## src/rtl/alu_seq_pkg.sv

```systemverilog
// Shared opcode and FSM state encodings for the sequential ALU and its iterative mul/div unit.
package alu_seq_pkg;

    localparam logic [3:0] OP_PASS = 4'h0;
    localparam logic [3:0] OP_NOT  = 4'h1;
    localparam logic [3:0] OP_ADD  = 4'h2;
    localparam logic [3:0] OP_SUB  = 4'h3;
    localparam logic [3:0] OP_AND  = 4'h4;
    localparam logic [3:0] OP_OR   = 4'h5;
    localparam logic [3:0] OP_NEGA = 4'h6;
    localparam logic [3:0] OP_NEGB = 4'h7;
    localparam logic [3:0] OP_XOR  = 4'h8;
    localparam logic [3:0] OP_SHL  = 4'h9;
    localparam logic [3:0] OP_SHR  = 4'hA;
    localparam logic [3:0] OP_SRA  = 4'hB;
    localparam logic [3:0] OP_MULU = 4'hC;
    localparam logic [3:0] OP_DIVU = 4'hD;

    localparam logic [1:0] ST_IDLE = 2'd0;
    localparam logic [1:0] ST_MUL  = 2'd1;
    localparam logic [1:0] ST_DIV  = 2'd2;

    // Divide by zero completes in one cycle, so it never occupies the iterative unit.
    function automatic logic is_multi(input logic [3:0] op, input logic b_nonzero);
        return (op == OP_MULU) || ((op == OP_DIVU) && b_nonzero);
    endfunction

endpackage

```

## src/rtl/alu_muldiv_iter.sv

```systemverilog
// Iterative unsigned multiply (shift-add) and divide (restoring), one step per clock,
// WIDTH steps per operation; last_o flags the step whose result is final.
module alu_muldiv_iter
    import alu_seq_pkg::*;
#(
    parameter  int WIDTH = 16,
    localparam int SHW   = $clog2(WIDTH)
) (
    input  logic             clk_i,
    input  logic             rst_ni,
    input  logic             start_i,
    input  logic             div_i,
    input  logic             step_i,
    input  logic [WIDTH-1:0] a_i,
    input  logic [WIDTH-1:0] b_i,
    output logic             last_o,
    output logic [WIDTH-1:0] lo_o,
    output logic [WIDTH-1:0] hi_o
);

    logic             div_q;
    logic [SHW-1:0]   cnt_q;
    logic [WIDTH-1:0] hi_q, lo_q, opd_q;
    logic [WIDTH-1:0] hi_d, lo_d;
    logic [WIDTH:0]   mul_sum;
    logic [WIDTH:0]   rem_sh;
    logic [WIDTH:0]   diff;

    // hi:lo is the running product (mul) or remainder:quotient-shift register (div).
    always_comb begin
        mul_sum = {1'b0, hi_q} + (lo_q[0] ? {1'b0, opd_q} : '0);
        rem_sh  = {hi_q, lo_q[WIDTH-1]};
        diff    = rem_sh - {1'b0, opd_q};
        hi_d    = hi_q;
        lo_d    = lo_q;
        if (div_q) begin
            if (!diff[WIDTH]) begin
                hi_d = diff[WIDTH-1:0];
                lo_d = {lo_q[WIDTH-2:0], 1'b1};
            end else begin
                hi_d = rem_sh[WIDTH-1:0];
                lo_d = {lo_q[WIDTH-2:0], 1'b0};
            end
        end else begin
            hi_d = mul_sum[WIDTH:1];
            lo_d = {mul_sum[0], lo_q[WIDTH-1:1]};
        end
    end

    assign last_o = step_i && (cnt_q == '0);
    assign lo_o   = lo_d;
    assign hi_o   = hi_d;

    always_ff @(posedge clk_i or negedge rst_ni) begin
        if (!rst_ni) begin
            div_q <= 1'b0;
            cnt_q <= '0;
            hi_q  <= '0;
            lo_q  <= '0;
            opd_q <= '0;
        end else if (start_i) begin
            div_q <= div_i;
            cnt_q <= SHW'(WIDTH - 1);
            hi_q  <= '0;
            lo_q  <= a_i;
            opd_q <= b_i;
        end else if (step_i) begin
            cnt_q <= cnt_q - SHW'(1);
            hi_q  <= hi_d;
            lo_q  <= lo_d;
        end
    end

endmodule

```

## src/rtl/alu_seq.sv

```systemverilog
// Registered multi-cycle ALU: single-cycle ops complete at the accepting edge, MULU/DIVU
// run on the iterative unit. States: IDLE | accept ops ; MUL | multiply steps ; DIV | divide steps
module alu_seq
    import alu_seq_pkg::*;
#(
    parameter  int WIDTH = 16,
    localparam int SHW   = $clog2(WIDTH)
) (
    input  logic             clk_i,
    input  logic             rst_ni,
    input  logic             start_i,
    input  logic [3:0]       op_i,
    input  logic [WIDTH-1:0] a_i,
    input  logic [WIDTH-1:0] b_i,
    output logic [WIDTH-1:0] y_o,
    output logic [WIDTH-1:0] y_hi_o,
    output logic             busy_o,
    output logic             done_o,
    output logic             carry_o,
    output logic             overflow_o,
    output logic             zero_o,
    output logic             negative_o,
    output logic             div_by_zero_o
);

    localparam int               MSB   = WIDTH - 1;
    localparam logic [WIDTH-1:0] ONE   = {{(WIDTH-1){1'b0}}, 1'b1};
    localparam logic [WIDTH-1:0] MIN_S = {1'b1, {(WIDTH-1){1'b0}}};

    logic [1:0]       state_q, state_d;
    logic             done_q, done_d;
    logic [WIDTH-1:0] y_q, y_d, y_hi_q, y_hi_d;
    logic             carry_q, carry_d, ovf_q, ovf_d;
    logic             zero_q, zero_d, neg_q, neg_d, dbz_q, dbz_d;

    logic                    md_start, md_step, md_last;
    logic [WIDTH-1:0]        md_lo, md_hi;
    logic [SHW-1:0]          sh;
    logic [WIDTH:0]          add_ext, sub_ext, shl_ext, shr_ext, sra_ext;
    logic signed [WIDTH:0]   sra_src;
    logic [WIDTH-1:0]        neg_a, neg_b;
    logic [WIDTH-1:0]        s_y, s_hi;
    logic                    s_c, s_v, s_dbz;

    assign md_start = (state_q == ST_IDLE) && start_i && is_multi(op_i, b_i != '0);
    assign md_step  = (state_q != ST_IDLE);

    alu_muldiv_iter #(.WIDTH(WIDTH)) u_muldiv (
        .clk_i   (clk_i),
        .rst_ni  (rst_ni),
        .start_i (md_start),
        .div_i   (op_i == OP_DIVU),
        .step_i  (md_step),
        .a_i     (a_i),
        .b_i     (b_i),
        .last_o  (md_last),
        .lo_o    (md_lo),
        .hi_o    (md_hi)
    );

    // Shifts carry one guard bit so the last bit shifted out falls into it (0 for amount 0).
    always_comb begin
        sh      = b_i[SHW-1:0];
        add_ext = {1'b0, a_i} + {1'b0, b_i};
        sub_ext = {1'b0, a_i} - {1'b0, b_i};
        shl_ext = {1'b0, a_i} << sh;
        shr_ext = {a_i, 1'b0} >> sh;
        sra_src = {a_i, 1'b0};
        sra_ext = sra_src >>> sh;
        neg_a   = ~a_i + ONE;
        neg_b   = ~b_i + ONE;
    end

    always_comb begin
        s_y   = a_i;
        s_hi  = '0;
        s_c   = 1'b0;
        s_v   = 1'b0;
        s_dbz = 1'b0;
        case (op_i)
            OP_PASS: s_y = a_i;
            OP_NOT:  s_y = ~a_i;
            OP_ADD: begin
                {s_c, s_y} = add_ext;
                s_v = (a_i[MSB] == b_i[MSB]) && (add_ext[MSB] != a_i[MSB]);
            end
            OP_SUB: begin
                {s_c, s_y} = sub_ext;
                s_v = (a_i[MSB] != b_i[MSB]) && (sub_ext[MSB] != a_i[MSB]);
            end
            OP_AND:  s_y = a_i & b_i;
            OP_OR:   s_y = a_i | b_i;
            OP_XOR:  s_y = a_i ^ b_i;
            OP_NEGA: begin
                s_y = neg_a;
                s_c = (a_i != '0);
                s_v = (a_i == MIN_S);
            end
            OP_NEGB: begin
                s_y = neg_b;
                s_c = (b_i != '0);
                s_v = (b_i == MIN_S);
            end
            OP_SHL:  {s_c, s_y} = shl_ext;
            OP_SHR:  {s_y, s_c} = shr_ext;
            OP_SRA:  {s_y, s_c} = sra_ext;
            OP_DIVU: begin
                s_y   = '1;
                s_hi  = a_i;
                s_dbz = 1'b1;
            end
            default: s_y = a_i;
        endcase
    end

    always_comb begin
        state_d = state_q;
        done_d  = 1'b0;
        y_d     = y_q;
        y_hi_d  = y_hi_q;
        carry_d = carry_q;
        ovf_d   = ovf_q;
        zero_d  = zero_q;
        neg_d   = neg_q;
        dbz_d   = dbz_q;
        case (state_q)
            ST_IDLE: begin
                if (md_start) begin
                    state_d = (op_i == OP_MULU) ? ST_MUL : ST_DIV;
                end else if (start_i) begin
                    done_d  = 1'b1;
                    y_d     = s_y;
                    y_hi_d  = s_hi;
                    carry_d = s_c;
                    ovf_d   = s_v;
                    zero_d  = (s_y == '0);
                    neg_d   = s_y[MSB];
                    dbz_d   = s_dbz;
                end
            end
            ST_MUL, ST_DIV: begin
                if (md_last) begin
                    state_d = ST_IDLE;
                    done_d  = 1'b1;
                    y_d     = md_lo;
                    y_hi_d  = md_hi;
                    carry_d = (state_q == ST_MUL) && (md_hi != '0);
                    ovf_d   = 1'b0;
                    zero_d  = (state_q == ST_MUL) ? ({md_hi, md_lo} == '0) : (md_lo == '0);
                    neg_d   = md_lo[MSB];
                    dbz_d   = 1'b0;
                end
            end
            default: state_d = ST_IDLE;
        endcase
    end

    always_ff @(posedge clk_i or negedge rst_ni) begin
        if (!rst_ni) begin
            state_q <= ST_IDLE;
            done_q  <= 1'b0;
            y_q     <= '0;
            y_hi_q  <= '0;
            carry_q <= 1'b0;
            ovf_q   <= 1'b0;
            zero_q  <= 1'b0;
            neg_q   <= 1'b0;
            dbz_q   <= 1'b0;
        end else begin
            state_q <= state_d;
            done_q  <= done_d;
            y_q     <= y_d;
            y_hi_q  <= y_hi_d;
            carry_q <= carry_d;
            ovf_q   <= ovf_d;
            zero_q  <= zero_d;
            neg_q   <= neg_d;
            dbz_q   <= dbz_d;
        end
    end

    assign y_o           = y_q;
    assign y_hi_o        = y_hi_q;
    assign busy_o        = (state_q != ST_IDLE);
    assign done_o        = done_q;
    assign carry_o       = carry_q;
    assign overflow_o    = ovf_q;
    assign zero_o        = zero_q;
    assign negative_o    = neg_q;
    assign div_by_zero_o = dbz_q;

endmodule
```

## config.mk

```make
export PLATFORM = sky130hd
export DESIGN_NAME = alu_seq
export DESIGN_NICKNAME = d
export VERILOG_FILES = /design/src/rtl/alu_seq_pkg.sv /design/src/rtl/alu_muldiv_iter.sv /design/src/rtl/alu_seq.sv
export SDC_FILE = /design/constraint.sdc
export NUM_CORES = 1
export LEC_CHECK = 0
export BUFFER_PORTS_ARGS = -buffer_cell sky130_fd_sc_hd__buf_2
export CORE_MARGIN = 5
export CORE_UTILIZATION = 45
export DETAILED_ROUTE_END_ITERATION = 10
export PLACE_DENSITY = 0.63
export SLEW_MARGIN = 30
export SYNTH_ARGS = -nofsm -noshare
export SYNTH_HDL_FRONTEND = slang
export SYNTH_SLANG_ARGS = --single-unit
```

## constraint.sdc

```tcl
create_clock -name clk_i -period 4.7 [get_ports clk_i]
set_clock_uncertainty 0.15 [all_clocks]
set_input_delay 0.94 -clock clk_i [delete_from_list [all_inputs] [get_ports clk_i]]
set_output_delay 0.94 -clock clk_i [all_outputs]
set_load 0.01 [all_outputs]
```

==> run_results.csv <==
group,metric,value,unit
sta,min_period,4.55,ns
placed_design,placed_cells,2017,
finish,postLayoutCoreUtil,54.5,%
flow_run,cap_violations,0,
grt,grt_pass1_wl,75.0,mm
logic_synthesis,ys_seq_elements,92,
route,vias_per_cell,6.46,
clock_network,clk_pin_slew_worst_paths,0.08,ns
power,p_leak,6.17,nW
sta,period_share,96.7,%
sta,hold_violations,0,
die,die_x,169,um
die,rows,58,
clock_network,postCtsSetupBuffers,0,
clock_network,cts_tree,"yes",
worst_hold_path,min_path_cells,2,
die,pin_count,78,
sta,setup_viol,0,
grt,grt_pass1_vias,12597,
grt,grt_max_degree,73,
power,p_int,2.97,mW
worst_setup_path,cp_top_family,"simple AND/OR/NAND/NOR gates",
placed_design,hpwl,38.6,mm
run_status,status,"complete, no violations",
finish,diodes,0,
worst_setup_path,critPathSlowestCell,"or4b_1",
clock_network,cts_inserted_buffers,9,
worst_setup_path,timing.critical_path.mode_cell,"a21oi_1",
sta,fmax,0.220,GHz
route,wl,49.2,mm
clock_network,root_buffer,"clkbuf_16",
die,die_area,28700,um2
finish,layout.cells.most_common,"buf_4",
sta,tns,0,ns
sta,rsz0062_at_grt,"yes",
placed_design,place_ws,-0.312,ns
placed_design,dpl_cell_area,13300,um2
clock_network,cts_sinks,92,
worst_setup_path,arrival,4.67,ns
finish,area_growth_syn_to_layout,19.8,%
worst_setup_path,cp_max_fo,24,
finish,num-fill-cells,2509,
route,drt_iter0_markers,1605,
logic_synthesis,synth_area,11400,um2
sta,max_slew_margin,35.8,%
finish,drive_gt1_share,20.8,%
worst_setup_path,reg2reg_slack,0.24,ns
logic_synthesis,syn_area_per_cell,7.50,um2
worst_setup_path,path_buf_inv,3,
finish,final_cell_mix,"198 x buf_4, 158 x nand2_1, 139 x nor2_1",
worst_hold_path,worstHoldStart,"y_o[0]",
power,switchingPower,2.83,mW
finish,instances_no_fill,2033,
logic_synthesis,synth_cells,1522,
sta,finalMaxSlewViolations,0,
worst_hold_path,hp-class,"reg2reg",
logic_synthesis,yosysWarnings,0,
clock_network,htree_levels,3,
grt,antenna_found_initial,1,
grt,grt_usage,33.4,%
clock_network,insertion_delay,0.35,ns
worst_hold_path,holdPathEnd,"y_o[0]",
finish,final_nets,1831,
worst_setup_path,max_stage_delay,0.54,ns
worst_setup_path,crit_required,4.83,ns
worst_setup_path,crit_path_end_kind,"flop",
logic_synthesis,synth-edff-count,0,
worst_setup_path,r2r-start,"u_muldiv.lo_q[15]",
logic_synthesis,async_reset_ff_share,100,%
power,ir_worst_vdd,0.265,mV
power,powerDensity,424,nW/um2
sta,worst_slew_pin_slew,0.955,ns
logic_synthesis,ys_types,81,
logic_synthesis,synthFlopType,"dfrtp_1",
worst_setup_path,ff2ff_path_depth,15,
logic_synthesis,syn_nets,1655,
worst_setup_path,crit_chain,"buf_2 > buf_4 > buf_4 > ha_1 > a211oi_1 > nor3_1 > a21oi_1 > xnor2_1 > a21oi_1 > a21oi_1 > or3_1 > or4b_1 > or4_1 > or4_1 > o21ai_1",
route,ant_nets,0,
logic_synthesis,ys_seq_area_share,20.2,%
die,die_y,169,um
power,clockPowerShare,12.6,%
grt,gr-total-overflow,0,
power,switching_share,48.8,%
sta,whs,0.324,ns
finish,stdcell_area,13700,um2
worst_setup_path,critPathLaunchType,"input pin",
worst_setup_path,r2r_end,"carry_o",
sta,fin_ws,0.154,ns
placed_design,io_buffers,77,
power,seq_power_share,23.1,%
route,firstDrtPassIters,7,
power,power,5.79,mW
route,vias,13140,
power,comb_power_share,64.3,%
route,drc,0,
placed_design,gp_congestion,1.08,
worst_setup_path,worstSetupPathType,"in2reg",
die,start_util,45.5,%
clock_network,cts_buffer_depth,2,
route,wl_per_cell,24.2,um
die,core_area,25100,um2
[layer usage]
layer | GRT usage (%) | share of wire (%) | vias up
li1 | - | - | 5945
met1 | 45.6 | 40 | 6282
met2 | 50.2 | 43 | 751
met3 | 7.06 | 11 | 160
met4 | 16.8 | 5.8 | 2
met5 | 0 | 0.026 | -
[cell usage after synthesis (11+ instances only)]
cell,n,share of area (%)
ha_1,90,9.9
nor2_1,139,4.6
mux2i_1,49,4.3
o21ai_0,115,5.0
a31oi_1,15,0.82
a21o_1,18,1.2
inv_1,78,2.6
xnor2_1,44,3.4
nor3_1,36,1.6
nand2_1,159,5.2
nor4_1,18,0.99
a21oi_1,117,5.1
nand3_1,36,1.6
o21ai_1,11,0.48
o211ai_1,17,1.1
nand2b_1,22,1.2
and2_1,17,0.93
mux4_2,16,3.2
nor2b_1,15,0.82
xor2_1,17,1.3
buf_1,12,0.39
clkbuf_1,89,2.9
and3_1,11,0.60
o22ai_1,30,1.6
a22oi_1,15,0.99
o221ai_1,22,1.7
dfrtp_1,92,20
a211oi_1,26,1.7
mux2_2,11,1.1
[worst reg2reg max path, stage by stage (launching register included)]
cell	delay, ns
dfrtp_1	0.40
inv_1	0.08
ha_1	0.22
fa_1	0.42
nand2b_1	0.20
a21o_1	0.22
a21oi_1	0.30
a211oi_1	0.18
o22ai_4	0.46
mux2_2	0.39
o21ai_0	0.50
nand3_1	0.16
nor4_1	0.29
buf_4	0.16
a31o_2	0.15
nand3_1	0.06
[power by group through the flow]
stage               clock network (mW)  registers (mW)  logic (mW)
finish                           0.729            1.34        3.73
global route                     0.765            1.37        4.06
detailed placement                   0            1.35        3.62
global placement                     0            1.34        3.58
floorplan                            0            1.33        2.41
CTS                              0.733            1.33        3.64
[sequential cells by signal, indices dropped and copies added, names as in the netlist]
name,cells
u_muldiv.opd_q,16
div_by_zero_o,1
y_o,16
done_o,1
y_hi_o,16
u_muldiv.div_q,1
carry_o,1
state_q,2
u_muldiv.hi_q,16
overflow_o,1
u_muldiv.lo_q,16
zero_o,1
u_muldiv.cnt_q,4
[kinds of logic (layout without fill, tap and decap cells)]
group | Yosys count | after routing | synth area share, %
AOI/OAI and AO/OA | 496 | 496 | 28.3
and+or+nand+nor | 505 | 505 | 21.0
muxes | 76 | 76 | 8.54
buffers and inverters | 198 | 379 | 6.72
xor gates and xnor gates | 61 | 61 | 4.68
adders and majority gates | 94 | 94 | 10.6
DFF | 92 | 92 | 20.2
[area by class of cell]
cell class              count  area (um2)  share of cell area, %
flip-flops and latches     92        2300                   16.8
multi-input cells        1232        8410                   61.5
well taps                 330         413                   3.02
repair buffers            278        1940                   14.2
clock buffers               9         225                   1.65
clock inverters             7        66.3                  0.485
inverters                  85         319                   2.33
[how the worst max path moves through the flow]
stage	start	endpoint	slack (ns)	cells after the start
after floorplan	op_i[3]	zero_o	0.005	15
after detailed placement	a_i[0]	zero_o	-0.31	18
final	b_i[1]	zero_o	0.15	15
after CTS	a_i[0]	zero_o	0.04	18
after global routing	b_i[1]	zero_o	-0.01	18
after global placement	a_i[0]	zero_o	-0.22	18
[repair_timing]
item	4_1_cts	5_1_grt
endpoints found under the setup margin	0	2
hold buffers	0	0
resized for setup	0	6
Power figures use the tool's default switching activity.
